File: src/rtl/op_rate_monitor.sv
// op_rate_monitor
// Counts completed crypto operations over a window of N seconds, where the
// seconds come from an external tick generator that this block enables and
// clears. The count from the last completed window is published on result_o.
//
// Ports
//   clk             single clock, all logic on the rising edge
//   rst_i           synchronous active-high reset
//   start_i         one-cycle request to begin a window (ignored while busy)
//   abort_i         cancels an in-progress window (ARM or MEASURE only)
//   window_i        window length in seconds, sampled in ARM (0 means 1)
//   op_done_i       one-cycle pulse per completed operation
//   second_tick_i   one-cycle pulse from the one-second tick generator
//   timer_en_o      enable to the tick generator (high in MEASURE)
//   timer_rst_o     clear pulse to the tick generator (high in ARM)
//   busy_o          high whenever the FSM is not IDLE
//   result_valid_o  one-cycle pulse when result_o/overflow_o update
//   result_o        operation count of the last completed window
//   overflow_o      count saturated during the last completed window
module op_rate_monitor #(
  parameter int COUNT_W = 32
) (
  input  logic               clk,
  input  logic               rst_i,
  input  logic               start_i,
  input  logic               abort_i,
  input  logic [7:0]         window_i,
  input  logic               op_done_i,
  input  logic               second_tick_i,
  output logic               timer_en_o,
  output logic               timer_rst_o,
  output logic               busy_o,
  output logic               result_valid_o,
  output logic [COUNT_W-1:0] result_o,
  output logic               overflow_o
);

  typedef enum logic [1:0] {
    IDLE    = 2'd0,
    ARM     = 2'd1,
    MEASURE = 2'd2,
    DONE    = 2'd3
  } state_t;

  localparam logic [COUNT_W-1:0] COUNT_MAX = '1;

  state_t             state_reg, state_next;
  logic [COUNT_W-1:0] count_reg, count_next;
  logic               ovf_reg, ovf_next;
  logic [7:0]         secs_reg, secs_next;

  logic               timer_en_reg, timer_rst_reg, busy_reg, valid_reg;
  logic [COUNT_W-1:0] result_reg;
  logic               overflow_reg;

  always_comb begin
    state_next = state_reg;
    count_next = count_reg;
    ovf_next   = ovf_reg;
    secs_next  = secs_reg;
    case (state_reg)
      IDLE: begin
        if (start_i) state_next = ARM;
      end
      ARM: begin
        count_next = '0;
        ovf_next   = 1'b0;
        secs_next  = (window_i == 8'd0) ? 8'd1 : window_i;
        state_next = abort_i ? IDLE : MEASURE;
      end
      MEASURE: begin
        // An op in the same cycle as the final tick still belongs to this
        // window, so counting happens before the tick decision.
        if (op_done_i) begin
          if (count_reg == COUNT_MAX) ovf_next = 1'b1;
          else                        count_next = count_reg + 1'b1;
        end
        if (abort_i) begin
          state_next = IDLE;
        end else if (second_tick_i) begin
          if (secs_reg > 8'd1) secs_next = secs_reg - 8'd1;
          else                 state_next = DONE;
        end
      end
      DONE: begin
        state_next = IDLE;
      end
      default: state_next = IDLE;
    endcase
  end

  // Outputs are registered decodes of the next state, so they line up with
  // the state they describe without any combinational path to the pins.
  always_ff @(posedge clk) begin
    if (rst_i) begin
      state_reg     <= IDLE;
      count_reg     <= '0;
      ovf_reg       <= 1'b0;
      secs_reg      <= 8'd0;
      timer_en_reg  <= 1'b0;
      timer_rst_reg <= 1'b0;
      busy_reg      <= 1'b0;
      valid_reg     <= 1'b0;
      result_reg    <= '0;
      overflow_reg  <= 1'b0;
    end else begin
      state_reg     <= state_next;
      count_reg     <= count_next;
      ovf_reg       <= ovf_next;
      secs_reg      <= secs_next;
      timer_en_reg  <= (state_next == MEASURE);
      timer_rst_reg <= (state_next == ARM);
      busy_reg      <= (state_next != IDLE);
      valid_reg     <= (state_next == DONE);
      // Capture the count including any op coincident with the final tick.
      if (state_next == DONE) begin
        result_reg   <= count_next;
        overflow_reg <= ovf_next;
      end
    end
  end

  assign timer_en_o     = timer_en_reg;
  assign timer_rst_o    = timer_rst_reg;
  assign busy_o         = busy_reg;
  assign result_valid_o = valid_reg;
  assign result_o       = result_reg;
  assign overflow_o     = overflow_reg;

endmodule

File: config.mk
export PLATFORM = sky130hd
export DESIGN_NAME = op_rate_monitor
export DESIGN_NICKNAME = d
export VERILOG_FILES = /design/src/rtl/op_rate_monitor.sv
export SDC_FILE = /design/constraint.sdc
export NUM_CORES = 1
export LEC_CHECK = 0
export ABC_AREA = 1
export BUFFER_PORTS_ARGS = -buffer_cell sky130_fd_sc_hd__buf_4
export CELL_PAD_IN_SITES_DETAIL_PLACEMENT = 0
export CELL_PAD_IN_SITES_GLOBAL_PLACEMENT = 2
export CORE_MARGIN = 2
export CORE_UTILIZATION = 33
export CTS_BUF_LIST = sky130_fd_sc_hd__clkbuf_8
export DETAILED_ROUTE_END_ITERATION = 8
export HOLD_SLACK_MARGIN = 0.08
export PLACE_DENSITY = 0.92
export SLEW_MARGIN = 20
export SYNTH_ARGS = -nofsm -noshare
export SYNTH_HDL_FRONTEND = slang
export SYNTH_SLANG_ARGS = --single-unit
File: constraint.sdc
create_clock -name clk -period 2.2 [get_ports clk]
set_clock_uncertainty 0.2 [all_clocks]
set_input_delay 0.22 -clock clk [delete_from_list [all_inputs] [get_ports clk]]
set_output_delay 0.22 -clock clk [all_outputs]
set_load 0.02 [all_outputs]
## After elaboration in Yosys (flattened, before gate mapping)

Cells that the tools add are included.

| cells by class | value |
|---|---|
| reduce and logical (&&, ||, !) cells | 5 |
| muxes and demuxes | 17 |
| eq/ne operators | 10 |
| magnitude comparators | 1 |
| $add $sub $neg | 2 |

Operators with widths:

| cell | count |
|---|---|
| 32-bit 2-to-1 mux | 2 |
| 32-bit case mux with 2 select lines | 1 |
| 32-bit by 1-bit adder with 32-bit output, second input constant | 1 |
| 32-bit equality test, second input constant | 1 |
| 8-bit 2-to-1 mux | 4 |
| 8-bit case mux with 2 select lines | 1 |
| 2-bit 2-to-1 mux | 5 |
| 2-bit equality test, second input constant | 4 |
| 8-bit by 1-bit > comparator with 1-bit output, second input constant | 1 |
| 8-bit logical NOT | 1 |
| 2-bit case mux with 4 select lines | 1 |
| 8-bit by 1-bit subtractor with 8-bit output, second input constant | 1 |
| 2-bit != test, second input constant | 3 |
| 2-bit by 1-bit equality test with 1-bit output, second input constant | 2 |
| 4-bit AND reduction | 1 |
| 2-bit nonzero test | 2 |
| 2-bit logical NOT | 1 |
| 1-bit 2-to-1 mux | 2 |
| 1-bit case mux with 2 select lines | 1 |

| storage, ports and cells | value |
|---|---|
| word-level logic and storage cells | 45 |
| output and inout port bits | 37 |
| flip-flop bits (word level) | 80 |

## Depth between registers and ports, before layout

| logic depth | value |
|---|---|
| depth in word-level cells | 6 |
| mapped depth | 15 |
| depth with buffers taken out | 14 |

## Worst setup path after synthesis

No wires, ideal clock.

| timing | value |
|---|---|
| path type | register to register |
| from | register state_reg[0] |
| to | register result_reg[11] (netlist: result_o[11]) |
| required time | 1.891 ns |
| arrival time | 1.643 ns |
| path slack | 0.249 ns |
| clock period less this slack | 1.951 ns |
| setup time | 0.109 ns |
| cell stages (with the launch flop) | 16 |
| path buffers | 1 |
| path through | dfxtp_1 -> inv_1 -> ha_1 -> inv_1 -> nand3_1 -> nor2_1 -> nand4_1 -> inv_1 -> nor2_1 -> inv_1 -> nand2_2 -> clkinv_1 -> buf_2 -> nand3_1 -> nand2_1 -> inv_1 |

| between the ends | value |
|---|---|
| longest elaborated chain between the ends | 5 |

Ends and longest elaborated chain:

| item | line | source |
|---|---|---|
| start, declared | 47 | `state_t state_reg, state_next;` |
| start signal, assigned | 107 | `state_reg <= state_next;` |
| 2-bit 2-to-1 mux | 81 | `if (secs_reg > 8'd1) secs_next = secs_reg - 8'd1;` |
| 2-bit 2-to-1 mux | 80 | `end else if (second_tick_i) begin` |
| 2-bit 2-to-1 mux | 78 | `if (abort_i) begin` |
| 2-bit case mux with 4 select lines | 61 | `case (state_reg)` |
| 2-bit equality test | 116 | `if (state_next == DONE) begin` |
| end signal, assigned | 117 | `result_reg <= count_next;` |
| end, declared | 53 | `logic [COUNT_W-1:0] result_reg;` |

Parallel ways exist; a longest one is shown, timed or not.
A chain may end at the register's enable or synchronous reset.

## Worst setup path after layout

| timing | value |
|---|---|
| from | register secs_reg[0] |
| to | register result_reg[24] (netlist: result_o[24]) |

| between the ends | value |
|---|---|
| longest elaborated chain between the ends | 6 |

Ends and longest elaborated chain:

| item | line | source |
|---|---|---|
| start, declared | 50 | `logic [7:0] secs_reg, secs_next;` |
| start signal, assigned | 110 | `secs_reg <= secs_next;` |
| 8-bit by 1-bit > comparator with 1-bit output | 81 |  |
| 2-bit 2-to-1 mux | 81 |  |
| 2-bit 2-to-1 mux | 80 |  |
| 2-bit 2-to-1 mux | 78 |  |
| 2-bit case mux with 4 select lines | 61 |  |
| 2-bit equality test | 116 |  |

Every way passes these cells.

==> summary.md <==
| Metric | Value |
|---|---|
| Final non-filler cell total | 913 |
| Critical path's top delay family | buffers and inverters |
| Overflow after GRT | 0 |
| MaxCap Viol Count | 0 |
| Multi-input gate area | 0.00233 mm^2 |
| GRT Util Overall | 16.7% |
| Post-Synth Adder-Cell Area | approximately 1.7% |
| Register area share after synthesis | 36.8% |
| Final period utilization | 98.7% |
| Endpoints failing setup | 0 |
| Register Area | 0.00161 mm^2 |
| Outcome | finished clean |
| Netlist cell types | 38 |
| Final worst setup slack | between 0.02 and 0.03 ns |
| Die width | 119 um |
| Largest net degree at the start of global routing | 26 |
| Num ports | 51 |
| Chip Height | around 120 um |
| Area growth syn-to-layout | 27.5% |
| Most common cell after layout, fill and taps aside | nand2_1 |
| First-pass GRT wire length | 19.0 mm |
| Critical Path End Type | register |
| Fin. max-slew vios | 0 |
| HPWL Detailed | roughly 8.5 mm |
| RSZ-0062 raised after global routing | yes |
| Largest cells by area after synthesis | dfxtp_1 37%, nand2_1 13%, inv_1 8.6% |
| Yosys warns | 0 |
| Placer Congestion | 0.878 |
| Largest family of logic cells by synthesized area | simple AND/OR/NAND/NOR gates |
| Synthesized cell area | 0.00435 mm^2 |
| CTS Buf Count | 9 |
| Worst endpoint data arrival time | 2.27 ns |
| Setup slack, reg-to-reg | 0.03 ns |
| Period minus WS final | 2.17 ns |
| Drt drc | 0 |
| Dpl ws | 0.0295 ns |
| WL per Instance | 13.2 um |
| Starting Density | 34.2% |
| Most frequent cells in the layout | 155 x nand2_1, 94 x inv_1, 81 x buf_4 |
| Worst-path cell chain | inv_2 -> ha_4 -> nor2_2 -> nor3_2 -> nand4_1 -> inv_1 -> nor2_2 -> inv_2 -> nand2_4 -> clkinvlp_4 -> clkbuf_16 -> a21oi_1 |
| Critical Path Start Type | register |
| Hold Crit Class | in2reg |
| Gate Count Post-Synth | 651 |
| Synth Area in XOR/XNOR | 1.61% |
| Yosys top cell area share | 36.8% |
| Setup CP Type | reg2reg |
| Mux contribution to synthesized area | 0.230% |
| Clk Latency, worst-skew pair | 0.37 ns |
| PwrDens | 535 mW/mm^2 |
| Layout cell share with drive strength beyond 1 | 23.2% |
| Buffers on Ports | 50 |
| Num Clock Sinks | 80 |
| Synth area leader | dfxtp_1 |
| Die area | 0.0141 mm^2 |
| Final hold viol count | 0 |
| Placed cell count | 880 |
| Standard-cell rows | 41 |
| Worst path bufs/invs | 5 |
| Yosys reg bits | 80 |
| CTS max path bufs | 2 |
| Core Util, Final | a little over two fifths |
| Starting DRT DRC Count | 155 |
| Synth Area in Simple Gates | between 30 and 40% |
| Syn Nets | 671 |
| Vias in the first global route | 3,993 |
| Crit path max-delay cell type | dfxtp_2 |
| First-pass DRT Iterations | 4 |
| Peak VDD IR | roughly 0.00038 V |
| Antenna Diode Count | 0 |
| Fin nets | 756 |
| Avg Vias per Cell | 4.62 |
| Worst-Margin Slew | 0.386 ns |
| Core outline area | 0.0127 mm^2 |
| Syn Area/Cell | 6.68 um^2 |
| Critical path peak fanout | 12 |
| F_max | 461 MHz |
| Initial antenna violation count | 0 |
| Routed wire length | 12.0 mm |
| Post-DRT Antenna Nets | 0 |
| H-tree depth | 3 |
| CTS tree | done |
| Worst Path Required | 2.30 ns |
| Fillers | 1,383 |
| Clock transition at path regs | 0.08 ns |
| Pleak | around 2.4 nW |
| Synth Area in Compound Gates | 11.6% |
| CTS Root Cell | clkbuf_8 |
| Max-slew headroom | between 70% and 80% |
| Worst path max stage delay | 0.37 ns |
| Vias | 4,220 |
## Yosys cell counts, drive strengths merged
master / count
nand2: 164
inv: 101
dfxtp: 80
nor2: 77
nand3: 65
a21oi: 54
nand4: 20
o21ai: 19
clkbuf: 12
buf: 11
nor3: 9
o21bai: 7
ha: 6
or2: 5
xor2: 5
xnor2: 3
a31o: 2
clkinv: 2
o211ai: 2
o22ai: 2
and3: 1
mux2i: 1
nand3b: 1
nor4: 1
o31ai: 1
## cell families after synthesis
group / Yosys count
compound gates: 87
xor+xnor: 8
fa+ha+maj: 6
buf+inv: 126
flops: 80
mux: 1
simple gates: 343
## worst min-delay path: stages
cell     delay [ns]
buf_4          0.08
nand2_1        0.04
o21ai_0        0.07
o21ai_0        0.10
a21oi_1        0.13
## through the flow
| stage | hold WS, ns | TNS (ns) | cell area, um^2 | total power [W] |
|---|---|---|---|---|
| finish | 0.121 | 0 | 5550 | 0.00297 |
| global route | 0.127 | -3.00 | 5550 | 0.00313 |
| CTS | 0.0840 | 0 | 5350 | 0.00299 |
| detailed placement | 0.290 | 0 | 5060 | 0.00190 |
| global placement | 0.280 | 0 | 5060 | 0.00189 |
| floorplan | 0.208 | 0 | 4350 | 0.00177 |
## per-layer routing
| metal | part of all wire, % | global-route usage, % | up-vias |
|---|---|---|---|
| met5 | 0 | 0 | - |
| met2 | 49 | 28.2 | 50 |
| met1 | 47 | 21.1 | 1932 |
| li1 | - | - | 2234 |
| met3 | 3.1 | 4.50 | 4 |
| met4 | 0.54 | 4.39 | 0 |
## what timing repair did
action | in CTS | in global routing
buffers inserted | 0 | 4
endpoints found under the setup margin | 0 | 44
hold buffers | 10 | 0
resized for setup | 0 | 38
hold endpoints to repair | 19 | 0
## final timing paths
kind / to / cells past startpoint / from
max reg2reg: result_o[24]$_SDFFE_PP0N_ / 12 / secs_reg[0]$_SDFFE_PP0P_
max: result_o[24]$_SDFFE_PP0N_ / 12 / secs_reg[0]$_SDFFE_PP0P_
min: secs_reg[1]$_SDFFE_PP0P_ / 5 / window_i[1]
min reg2reg: result_o[0]$_SDFFE_PP0N_ / 2 / result_o[0]$_SDFFE_PP0N_
## area by class of cell
class | instances | share of cell area, %
multi-input combinational | 445 | 42.0
sequential | 80 | 29.0
timing repair buffer | 97 | 14.6
inverter | 103 | 7.13
tap | 172 | 3.88
clock buffer | 9 | 2.23
clock inverter | 7 | 1.13
## power by group
group | internal, W | total, W | switching (W) | leakage (nW)
clock | 0.000516 | 0.00106 | 0.000539 | 0.104
combinational | 0.000169 | 0.000408 | 0.000239 | 1.69
sequential | 0.00148 | 0.00151 | 0.0000254 | 0.649
total | 0.00217 | 0.00297 | 0.000804 | 2.44
Power figures use the tool's default switching activity.
